`config.mk`:
```
export PLATFORM = sky130hd
export DESIGN_NAME = seq_datapath
export DESIGN_NICKNAME = d
export VERILOG_FILES = /design/src/rtl/seq_datapath_pkg.sv /design/src/rtl/seq_datapath_alu.sv /design/src/rtl/seq_datapath.sv
export SDC_FILE = /design/constraint.sdc
export NUM_CORES = 2
export LEC_CHECK = 0
export ABC_CLOCK_PERIOD_IN_PS = 17070
export BUFFER_PORTS_ARGS = -buffer_cell sky130_fd_sc_hd__buf_2
export CAP_MARGIN = 20
export CORE_MARGIN = 2
export CORE_UTILIZATION = 46
export CTS_BUF_LIST = sky130_fd_sc_hd__clkbuf_4 sky130_fd_sc_hd__clkbuf_8 sky130_fd_sc_hd__clkbuf_16
export CTS_CLUSTER_DIAMETER = 80
export DETAILED_ROUTE_END_ITERATION = 12
export PLACE_DENSITY_LB_ADDON = 0.25
export SYNTH_ARGS = -nofsm -noshare
export SYNTH_HDL_FRONTEND = slang
export SYNTH_HIERARCHICAL = 1
export SYNTH_SLANG_ARGS = --single-unit
```
`constraint.sdc`:
```
create_clock -name clock -period 17.07 [get_ports clock]
set_input_delay 1.707 -clock clock [delete_from_list [all_inputs] [get_ports clock]]
set_output_delay 1.707 -clock clock [all_outputs]
set_load 0.1 [all_outputs]
```
`src/rtl/seq_datapath_pkg.sv`:
```
// Shared encodings for the sequenced datapath: opcodes, sequencer states and
// internal bus source selects, plus small opcode classification helpers.
package seq_datapath_pkg;

  localparam logic [3:0] OP_ADD  = 4'd0;
  localparam logic [3:0] OP_SUB  = 4'd1;
  localparam logic [3:0] OP_AND  = 4'd2;
  localparam logic [3:0] OP_OR   = 4'd3;
  localparam logic [3:0] OP_SHL  = 4'd4;
  localparam logic [3:0] OP_SHR  = 4'd5;
  localparam logic [3:0] OP_MUL  = 4'd6;
  localparam logic [3:0] OP_ADDI = 4'd7;
  localparam logic [3:0] OP_LD   = 4'd8;
  localparam logic [3:0] OP_ST   = 4'd9;
  localparam logic [3:0] OP_IN   = 4'd10;
  localparam logic [3:0] OP_OUT  = 4'd11;
  localparam logic [3:0] OP_MFHI = 4'd12;
  localparam logic [3:0] OP_MFLO = 4'd13;

  localparam logic [2:0] ST_IDLE  = 3'd0;
  localparam logic [2:0] ST_LOADY = 3'd1;
  localparam logic [2:0] ST_ALU   = 3'd2;
  localparam logic [2:0] ST_WB    = 3'd3;
  localparam logic [2:0] ST_MAR   = 3'd4;
  localparam logic [2:0] ST_MDR   = 3'd5;
  localparam logic [2:0] ST_WAIT  = 3'd6;
  localparam logic [2:0] ST_MEMWB = 3'd7;

  localparam logic [3:0] BUS_ZERO = 4'd0;
  localparam logic [3:0] BUS_RB   = 4'd1;
  localparam logic [3:0] BUS_RC   = 4'd2;
  localparam logic [3:0] BUS_IMM  = 4'd3;
  localparam logic [3:0] BUS_ZLO  = 4'd4;
  localparam logic [3:0] BUS_MDR  = 4'd5;
  localparam logic [3:0] BUS_IN   = 4'd6;
  localparam logic [3:0] BUS_HI   = 4'd7;
  localparam logic [3:0] BUS_LO   = 4'd8;

  function automatic logic is_legal(input logic [3:0] op);
    return op <= OP_MFLO;
  endfunction

  // Moves and undefined opcodes skip the Y/Z steps and go straight to WB.
  function automatic logic single_step(input logic [3:0] op);
    return op >= OP_IN;
  endfunction

  function automatic logic uses_imm(input logic [3:0] op);
    return (op == OP_ADDI) || (op == OP_LD) || (op == OP_ST);
  endfunction

endpackage

```
`src/rtl/seq_datapath_alu.sv`:
```
// Combinational ALU: combines Y with the bus value into a double-width Z.
// Only MUL populates the upper half; every other op leaves it zero.
module seq_datapath_alu
  import seq_datapath_pkg::*;
#(
  parameter int DATA_WIDTH = 32
) (
  input  logic [3:0]              op,
  input  logic [DATA_WIDTH-1:0]   y,
  input  logic [DATA_WIDTH-1:0]   bus,
  output logic [2*DATA_WIDTH-1:0] result
);

  localparam int SHW = $clog2(DATA_WIDTH);

  logic [SHW-1:0]                shamt;
  logic signed [2*DATA_WIDTH-1:0] y_ext;
  logic signed [2*DATA_WIDTH-1:0] b_ext;

  assign shamt = bus[SHW-1:0];
  assign y_ext = {{DATA_WIDTH{y[DATA_WIDTH-1]}}, y};
  assign b_ext = {{DATA_WIDTH{bus[DATA_WIDTH-1]}}, bus};

  always_comb begin
    result = '0;
    case (op)
      OP_ADD, OP_ADDI, OP_LD, OP_ST: result[DATA_WIDTH-1:0] = y + bus;
      OP_SUB: result[DATA_WIDTH-1:0] = y - bus;
      OP_AND: result[DATA_WIDTH-1:0] = y & bus;
      OP_OR:  result[DATA_WIDTH-1:0] = y | bus;
      OP_SHL: result[DATA_WIDTH-1:0] = y << shamt;
      OP_SHR: result[DATA_WIDTH-1:0] = y >> shamt;
      OP_MUL: result = y_ext * b_ext;
      default: result = '0;
    endcase
  end

endmodule

```
`src/rtl/seq_datapath.sv`:
```
// Single-bus register datapath with a micro-step sequencer; runs one command
// at a time and signals completion with a registered done pulse.
module seq_datapath
  import seq_datapath_pkg::*;
#(
  parameter int DATA_WIDTH = 32,
  parameter int NUM_REGS   = 16,
  localparam int REG_AW    = $clog2(NUM_REGS)
) (
  input  logic                  clock,
  input  logic                  clear,
  input  logic                  cmd_valid,
  output logic                  cmd_ready,
  input  logic [3:0]            cmd_op,
  input  logic [REG_AW-1:0]     cmd_ra,
  input  logic [REG_AW-1:0]     cmd_rb,
  input  logic [REG_AW-1:0]     cmd_rc,
  input  logic [DATA_WIDTH-1:0] cmd_imm,
  output logic [DATA_WIDTH-1:0] mem_addr,
  output logic [DATA_WIDTH-1:0] mem_wdata,
  output logic                  mem_rd,
  output logic                  mem_wr,
  input  logic                  mem_ack,
  input  logic [DATA_WIDTH-1:0] mem_rdata,
  input  logic [DATA_WIDTH-1:0] inport_data,
  output logic [DATA_WIDTH-1:0] outport_data,
  output logic                  done,
  output logic                  illegal,
  output logic [DATA_WIDTH-1:0] hi_value,
  output logic [DATA_WIDTH-1:0] lo_value,
  output logic [DATA_WIDTH-1:0] bus_value,
  input  logic [REG_AW-1:0]     dbg_rsel,
  output logic [DATA_WIDTH-1:0] dbg_rdata,
  output logic [2:0]            dbg_state
);

  logic [2:0]              state;
  logic [3:0]              op_q;
  logic [REG_AW-1:0]       ra_q, rb_q, rc_q;
  logic [DATA_WIDTH-1:0]   imm_q;
  logic [DATA_WIDTH-1:0]   gpr [NUM_REGS];
  logic [DATA_WIDTH-1:0]   y, mar, mdr;
  logic [2*DATA_WIDTH-1:0] z, alu_result;
  logic [3:0]              bus_sel;
  logic [DATA_WIDTH-1:0]   bus;

  // Command handshake: a command transfers on a rising edge where cmd_valid
  // and cmd_ready are both high; cmd_ready is high only in IDLE, and the
  // source must hold the command stable until that transfer.
  assign cmd_ready = (state == ST_IDLE);
  assign mem_rd    = (state == ST_WAIT) && (op_q == OP_LD);
  assign mem_wr    = (state == ST_WAIT) && (op_q == OP_ST);
  assign mem_addr  = mar;
  assign mem_wdata = mdr;
  assign bus_value = bus;
  assign dbg_rdata = gpr[dbg_rsel];
  assign dbg_state = state;

  always_comb begin
    bus_sel = BUS_ZERO;
    case (state)
      ST_LOADY: bus_sel = BUS_RB;
      ST_ALU:   bus_sel = uses_imm(op_q) ? BUS_IMM : BUS_RC;
      ST_MAR:   bus_sel = BUS_ZLO;
      ST_MDR:   bus_sel = BUS_RC;
      ST_MEMWB: bus_sel = BUS_MDR;
      ST_WB: begin
        case (op_q)
          OP_IN:   bus_sel = BUS_IN;
          OP_OUT:  bus_sel = BUS_RB;
          OP_MFHI: bus_sel = BUS_HI;
          OP_MFLO: bus_sel = BUS_LO;
          default: bus_sel = is_legal(op_q) ? BUS_ZLO : BUS_ZERO;
        endcase
      end
      default: bus_sel = BUS_ZERO;
    endcase
  end

  always_comb begin
    bus = '0;
    case (bus_sel)
      BUS_RB:  bus = gpr[rb_q];
      BUS_RC:  bus = gpr[rc_q];
      BUS_IMM: bus = imm_q;
      BUS_ZLO: bus = z[DATA_WIDTH-1:0];
      BUS_MDR: bus = mdr;
      BUS_IN:  bus = inport_data;
      BUS_HI:  bus = hi_value;
      BUS_LO:  bus = lo_value;
      default: bus = '0;
    endcase
  end

  seq_datapath_alu #(.DATA_WIDTH(DATA_WIDTH)) u_alu (
    .op     (op_q),
    .y      (y),
    .bus    (bus),
    .result (alu_result)
  );

  always_ff @(posedge clock or negedge clear) begin
    if (!clear) begin
      state        <= ST_IDLE;
      op_q         <= '0;
      ra_q         <= '0;
      rb_q         <= '0;
      rc_q         <= '0;
      imm_q        <= '0;
      gpr          <= '{default: '0};
      y            <= '0;
      z            <= '0;
      mar          <= '0;
      mdr          <= '0;
      hi_value     <= '0;
      lo_value     <= '0;
      outport_data <= '0;
      done         <= 1'b0;
      illegal      <= 1'b0;
    end else begin
      done    <= 1'b0;
      illegal <= 1'b0;
      case (state)
        ST_IDLE: begin
          if (cmd_valid) begin
            op_q  <= cmd_op;
            ra_q  <= cmd_ra;
            rb_q  <= cmd_rb;
            rc_q  <= cmd_rc;
            imm_q <= cmd_imm;
            state <= single_step(cmd_op) ? ST_WB : ST_LOADY;
          end
        end
        ST_LOADY: begin
          y     <= bus;
          state <= ST_ALU;
        end
        ST_ALU: begin
          z     <= alu_result;
          state <= (op_q == OP_LD || op_q == OP_ST) ? ST_MAR : ST_WB;
        end
        ST_MAR: begin
          mar   <= bus;
          state <= (op_q == OP_ST) ? ST_MDR : ST_WAIT;
        end
        ST_MDR: begin
          mdr   <= bus;
          state <= ST_WAIT;
        end
        ST_WAIT: begin
          if (mem_ack) begin
            if (op_q == OP_LD) begin
              mdr   <= mem_rdata;
              state <= ST_MEMWB;
            end else begin
              done  <= 1'b1;
              state <= ST_IDLE;
            end
          end
        end
        ST_MEMWB: begin
          gpr[ra_q] <= bus;
          done      <= 1'b1;
          state     <= ST_IDLE;
        end
        ST_WB: begin
          done    <= 1'b1;
          illegal <= !is_legal(op_q);
          state   <= ST_IDLE;
          case (op_q)
            OP_MUL: begin
              hi_value <= z[2*DATA_WIDTH-1:DATA_WIDTH];
              lo_value <= z[DATA_WIDTH-1:0];
            end
            OP_OUT:  outport_data <= bus;
            default: if (is_legal(op_q)) gpr[ra_q] <= bus;
          endcase
        end
        default: state <= ST_IDLE;
      endcase
    end
  end

endmodule

```
* Yosys cells after proc, flatten, opt, wreduce, memory -nomap -nowiden
Index checks and enable logic that the tools add are counted.
** Storage, ports and cells
- Output and inout bits :: 232
- Logic and storage cells :: 138
- Register bits :: 821
** Operators by class
- Shift operators :: 2
- Order comparisons :: 7
- $mul :: 1
- $add $sub $neg :: 2
- Eq/ne operators :: 33
- Bitwise operators :: 6
- Reductions and logical operators :: 20
- Mux-type cells :: 36
** Operator list (number)
- $mux 512 :: 2
- $pmux 512 s2 :: 1
- $bwmux 512 :: 1
- $bmux 32 s4 :: 3
- $mux 32 :: 10
- $pmux 32 s8 :: 1
- $pmux 32 s7 :: 1
- $demux 32 s4 :: 1
- $mul 32x32->64 :: 1
- $pmux 32 s2 :: 1
- $add 32x32->32 :: 1
- $and 32x32->32 :: 1
- $eq 4x3->1 const B :: 8
- $or 32x32->32 :: 1
- $shl 32x5->32 :: 1
- $shr 32x5->32 :: 1
- $sub 32x32->32 :: 1
- $eq 4x4->1 const B :: 7
- $pmux 4 s6 :: 1
- $pmux 3 s7 :: 1
- $ge 5x5->1 const B :: 4
- $not 4->5 :: 4
- $eq 4x2->1 const B :: 4
- $pmux 4 s4 :: 1
- other kinds (23) :: 49

* Depth between registers and ports, before layout
- Depth after elaboration :: 11
- Gate-level depth with buffers :: 46
- Gate-level depth less buffers :: 36

* Hierarchy
The synthesis kept the hierarchy.
** By module, submodules not included
- seq_datapath :: sequential area each 20544.7 µm², area an instance 43983.4 µm², instances 1, cells each 3811
- seq_datapath_alu :: sequential area each 0.0 µm², area an instance 42891.1 µm², instances 1, cells each 4929

* Worst setup path before layout
No wires, ideal clock.
- Path type :: register to register
- Start point :: register state[1] (netlist: dbg_state[1])
- End point :: register z[59]
- Cell stages (with the launch flop) :: 43
- Setup slack :: 4989 ps
- Data arrival time :: 12015 ps
- Path through :: dfrtp_1 > buf_2 > and3b_1 > clkbuf_1 > a211oi_1 > buf_2 > buf_4 > mux2i_1 > o211a_1 > clkbuf_1 > buf_2 > nand2_1 > clkbuf_1 > buf_1 > buf_1 > clkbuf_1 > clkbuf_1 > clkbuf_1 > [... 7 more ...] > fa_1 > inv_1 > fa_1 > inv_1 > fa_1 > fa_1 > ha_1 > nand2_1 > o211ai_1 > a21oi_1 > a311oi_1 > o21ai_0 > a2111oi_0 > o211ai_1 > nand3_1 > nor3b_1 > nand2_1 > nand2_1
** Between the ends
- Longest elaborated chain between the ends :: 6
- Elaborated cells between the ends (all ways) :: 18
- Those cells by class :: mul: 1; eq/ne: 14; mux: 3
** Ends and longest elaborated chain
- start, declared :: RTL line seq_datapath.sv:37 : logic [2:0] state;
- start signal, assigned :: RTL line seq_datapath.sv:131 : state <= single_step(cmd_op) ? ST_WB : ST_LOADY;
- start signal, assigned :: RTL line seq_datapath.sv:140 : state <= (op_q == OP_LD || op_q == OP_ST) ? ST_MAR : ST_WB;
- start signal, assigned :: RTL line seq_datapath.sv:144 : state <= (op_q == OP_ST) ? ST_MDR : ST_WAIT;
- $eq 3x2->1, or another cell as far along :: RTL line seq_datapath.sv:61 : case (state)
- $pmux 4 s6 * :: RTL line seq_datapath.sv:61
- $eq 4x4->1, or another cell as far along :: RTL line seq_datapath.sv:82 : case (bus_sel)
- $pmux 32 s8 * :: RTL line seq_datapath.sv:82
- via bus_value[0] :: RTL line seq_datapath.sv:31 : output logic [DATA_WIDTH-1:0] bus_value,
- $mul 32x32->64 * :: RTL line seq_datapath_alu.sv:33 : OP_MUL: result = y_ext * b_ext;
- $mux 32 * :: RTL line seq_datapath_alu.sv:26 : case (op)
- via alu_result[59] :: RTL line seq_datapath.sv:43 : logic [2*DATA_WIDTH-1:0] z, alu_result;
- end signal, assigned :: RTL line seq_datapath.sv:139 : z <= alu_result;
- end, declared :: RTL line seq_datapath.sv:43
The timed path passes the listed nets; every way through them passes the cells marked *.
A chain may end at the register's enable or synchronous reset.

* Worst setup path in the final report
- Start point :: register rc_q[0]
- End point :: register z[63]
** Between the ends
- Longest elaborated chain between the ends :: 7
** Ends and longest elaborated chain
- start, declared :: RTL line seq_datapath.sv:39 : logic [REG_AW-1:0] ra_q, rb_q, rc_q;
- start signal, assigned :: RTL line seq_datapath.sv:129 : rc_q <= cmd_rc;
- $not 4->5 (not written as such) :: RTL line seq_datapath.sv:84 : BUS_RC: bus = gpr[rc_q];
- $bmux 32 s4 :: RTL line seq_datapath.sv:84
- $mux 32 (not written as such) (2 in series) :: RTL line seq_datapath.sv:84
- $pmux 32 s8 :: RTL line seq_datapath.sv:82
- $mul 32x32->64 :: RTL line seq_datapath_alu.sv:33
- $mux 32 :: RTL line seq_datapath_alu.sv:26
- via alu_result[63] :: RTL line seq_datapath.sv:43
The timed path passes the listed nets, and every way through them passes these cells. The select of a mux whose other input is x is not followed.

==> reports/results.ini <==
[die]
die_area_sq_um = 192000
fp.dieH_um = 439
start_util = 0.463
core_region_area_sq_um = 188000
ios = 352
core.rowCount = 159
fp.dieW_um = 439

[setup_path]
critPathLaunchType = register
path_buf_inv = 8
end_kind = register
path_class = register to register
crit_fanout = 49
crit_top_cell = fa_1
slowest_stage = a221oi_4
required_ns = 17.68
path_delay_family = adder cells
critical-path-max-stage-delay_ns = 0.93
arrival_ns = 14.01

[route]
wl_per_cell_um = 29.9
vias_per_cell = 6.19
vias = 69600
drt_first_iter_violations = 7338
wirelength_mm = 336
drtAntennaViolNets = 0
drt-pass1-iter-count = 7
route.detailed.drc = 0

[clock_network]
clk_path_buf_depth = 3
clk_latency_ns = 0.75
htree_levels = 3
cts_sinks = 821
clk_pin_slew_ns = 0.06
hold_buffers = 0
cts_tree = done
cts_buffers = 90
post_cts_buffers = 0
post_cts_resized = 0
root_buffer = clkbuf_16

[timing]
setup_viol = 0
max_freq_ghz = 0.0746
maxSlewViolCount = 0
fin_crit_ns = 13.40
fin_setup_tns_ns = 0
skew_ns = 0.0363
rsz0062_at_grt = false
maxSlewHeadroom = 0.106
fin_crit_sh = 0.785
worst_pin_slew_ns = 1.34
hold_viol = 0

[yosys]
synth_area_leaders = fa_1 25%, dfrtp_1 24%, mux4_2 11%, inv_1 4.2%, and2_1 4.0%
ys_async_sr_fraction = 1.00
synth_cell_type_count = 98
syn_inst = 8740
synth_top_area_frac = 0.250
netlist_area_sq_um = 86900
synth.largest_area_cell = fa_1
synth_nets = 10200
synth_edf_count = 0
ys_warn_count = 6
syn_avg_cell_area_sq_um = 9.94
synth_seq_cells = 821
yosysSeqAreaShare = 0.236
synth_flop_cell = dfrtp_1

[worst_hold_path]
min_path_type = register to register

[global_routing]
grt_pass1_vias = 72200
grt_pass1_wl_mm = 496
grt_max_degree = 166
grt_remaining_overflow = 0
grt_use_total = 0.352
antenna_found_initial = 28

[final_layout]
regArea_sq_um = 20600
final.fill_count = 17300
nets = 10100
area_growth_pct = 7.92
multi_input_area_sq_um = 59900
drive_above_1_share = 0.168

[placement]
port_buffers = 351
place_congestion = 1.04
dp_hpwl_mm = 243

[outcome]
outcome = finished, final reports clean

[flow_run]
maxCapViolations = 0

==> stage by stage <==
step	instance area [sq um]	util	worst slack, ns	hold slack (ns)	instances
after floorplan	86900	-	4.99	0.440	8740
after global placement	90400	0.482	3.91	0.458	11100
after detailed placement	90500	0.482	3.83	0.462	11100
after CTS	93600	0.498	3.72	0.477	11200
after global routing	93700	0.499	2.94	0.495	11200
final	93800	0.499	3.67	0.474	11200
==> routing by layer <==
layer,part of all wire,global-route usage
met1,0.35,0.421
met5,0.00041,0
met4,0.094,0.277
met3,0.086,0.0719
met2,0.47,0.558
==> worst min-delay path, cell delays in order (launching register included) <==
cell and delay, ns:
dfrtp_1 0.34, nand2_1 0.05, nand2_1 0.06
==> final cells by class <==
type,instances,area share
multi-input cells,6215,0.639
inverters,982,0.0393
clock inverters,34,0.00490
clock buffers,130,0.0285
well taps,2495,0.0333
diodes,10,0.000267
repair buffers,547,0.0357
flip-flops and latches,821,0.219
==> final timing paths <==
path / startpoint / endpoint / slack [ns] / depth (start not counted)
setup / recovery: rc_q[0]$_DFFE_PN0P_ / z[63]$_DFFE_PN0N_ / 3.67 / 35
setup reg to reg: rc_q[0]$_DFFE_PN0P_ / z[63]$_DFFE_PN0N_ / 3.67 / 35
hold reg to reg: z[35]$_DFFE_PN0N_ / z[35]$_DFFE_PN0N_ / 0.47 / 2
max in group asynchronous: clear / rb_q[3]$_DFFE_PN0P_ / 12.76 / 4
hold / removal: z[35]$_DFFE_PN0N_ / z[35]$_DFFE_PN0N_ / 0.47 / 2
min in group asynchronous: clear / gpr[446]$_DFFE_PN0P_ / 0.99 / 1
==> synth_stat cells (all sizes together), types with 28 or more instances <==
cell	count
mux2i	145
a221oi	48
xnor2	66
nand2b	62
a21o	38
dfrtp	821
nor2b	28
nand2	926
nor2	807
clkbuf	514
o21ai	246
xor2	48
inv	979
o22ai	45
fa	1083
nor3	34
ha	219
nand3	62
mux4	430
mux2	170
a21oi	709
o211ai	66
a211oi	37
buf	208
and2	557
==> flip-flops by register name (all words and copies together), names as in the netlist <==
signal and flops:
hi_value 32, done 1, mem_wdata 32, imm_q 32, y 32, dbg_state 3, mem_addr 32, lo_value 32
outport_data 32, z 64, op_q 4, gpr 512, rb_q 4, illegal 1, rc_q 4, ra_q 4
==> cells by family after synthesis <==
logic type,synth area share
AOI/OAI and AO/OA,0.106
xor gates and xnor gates,0.0115
muxes,0.150
and+or+nand+nor,0.137
buffers and inverters,0.0774
DFF,0.236
adders and majority gates,0.281
==> layout by cell type (no fill, tap or decap), drive strengths merged, types with 131 or more instances in the layout <==
master	Yosys	routed
nand2	926	926
and2	557	557
dfrtp	821	821
nor2	807	807
mux4	430	430
clkbuf	514	131
a21oi	709	709
fa	1083	1083
ha	219	219
mux2i	145	145
o21ai	246	246
buf	208	546
inv	979	990
mux2	170	170
Power is left out: the tool's default activity adds up to more than one toggle a clock period on the data nets, which glitch-free logic cannot reach.
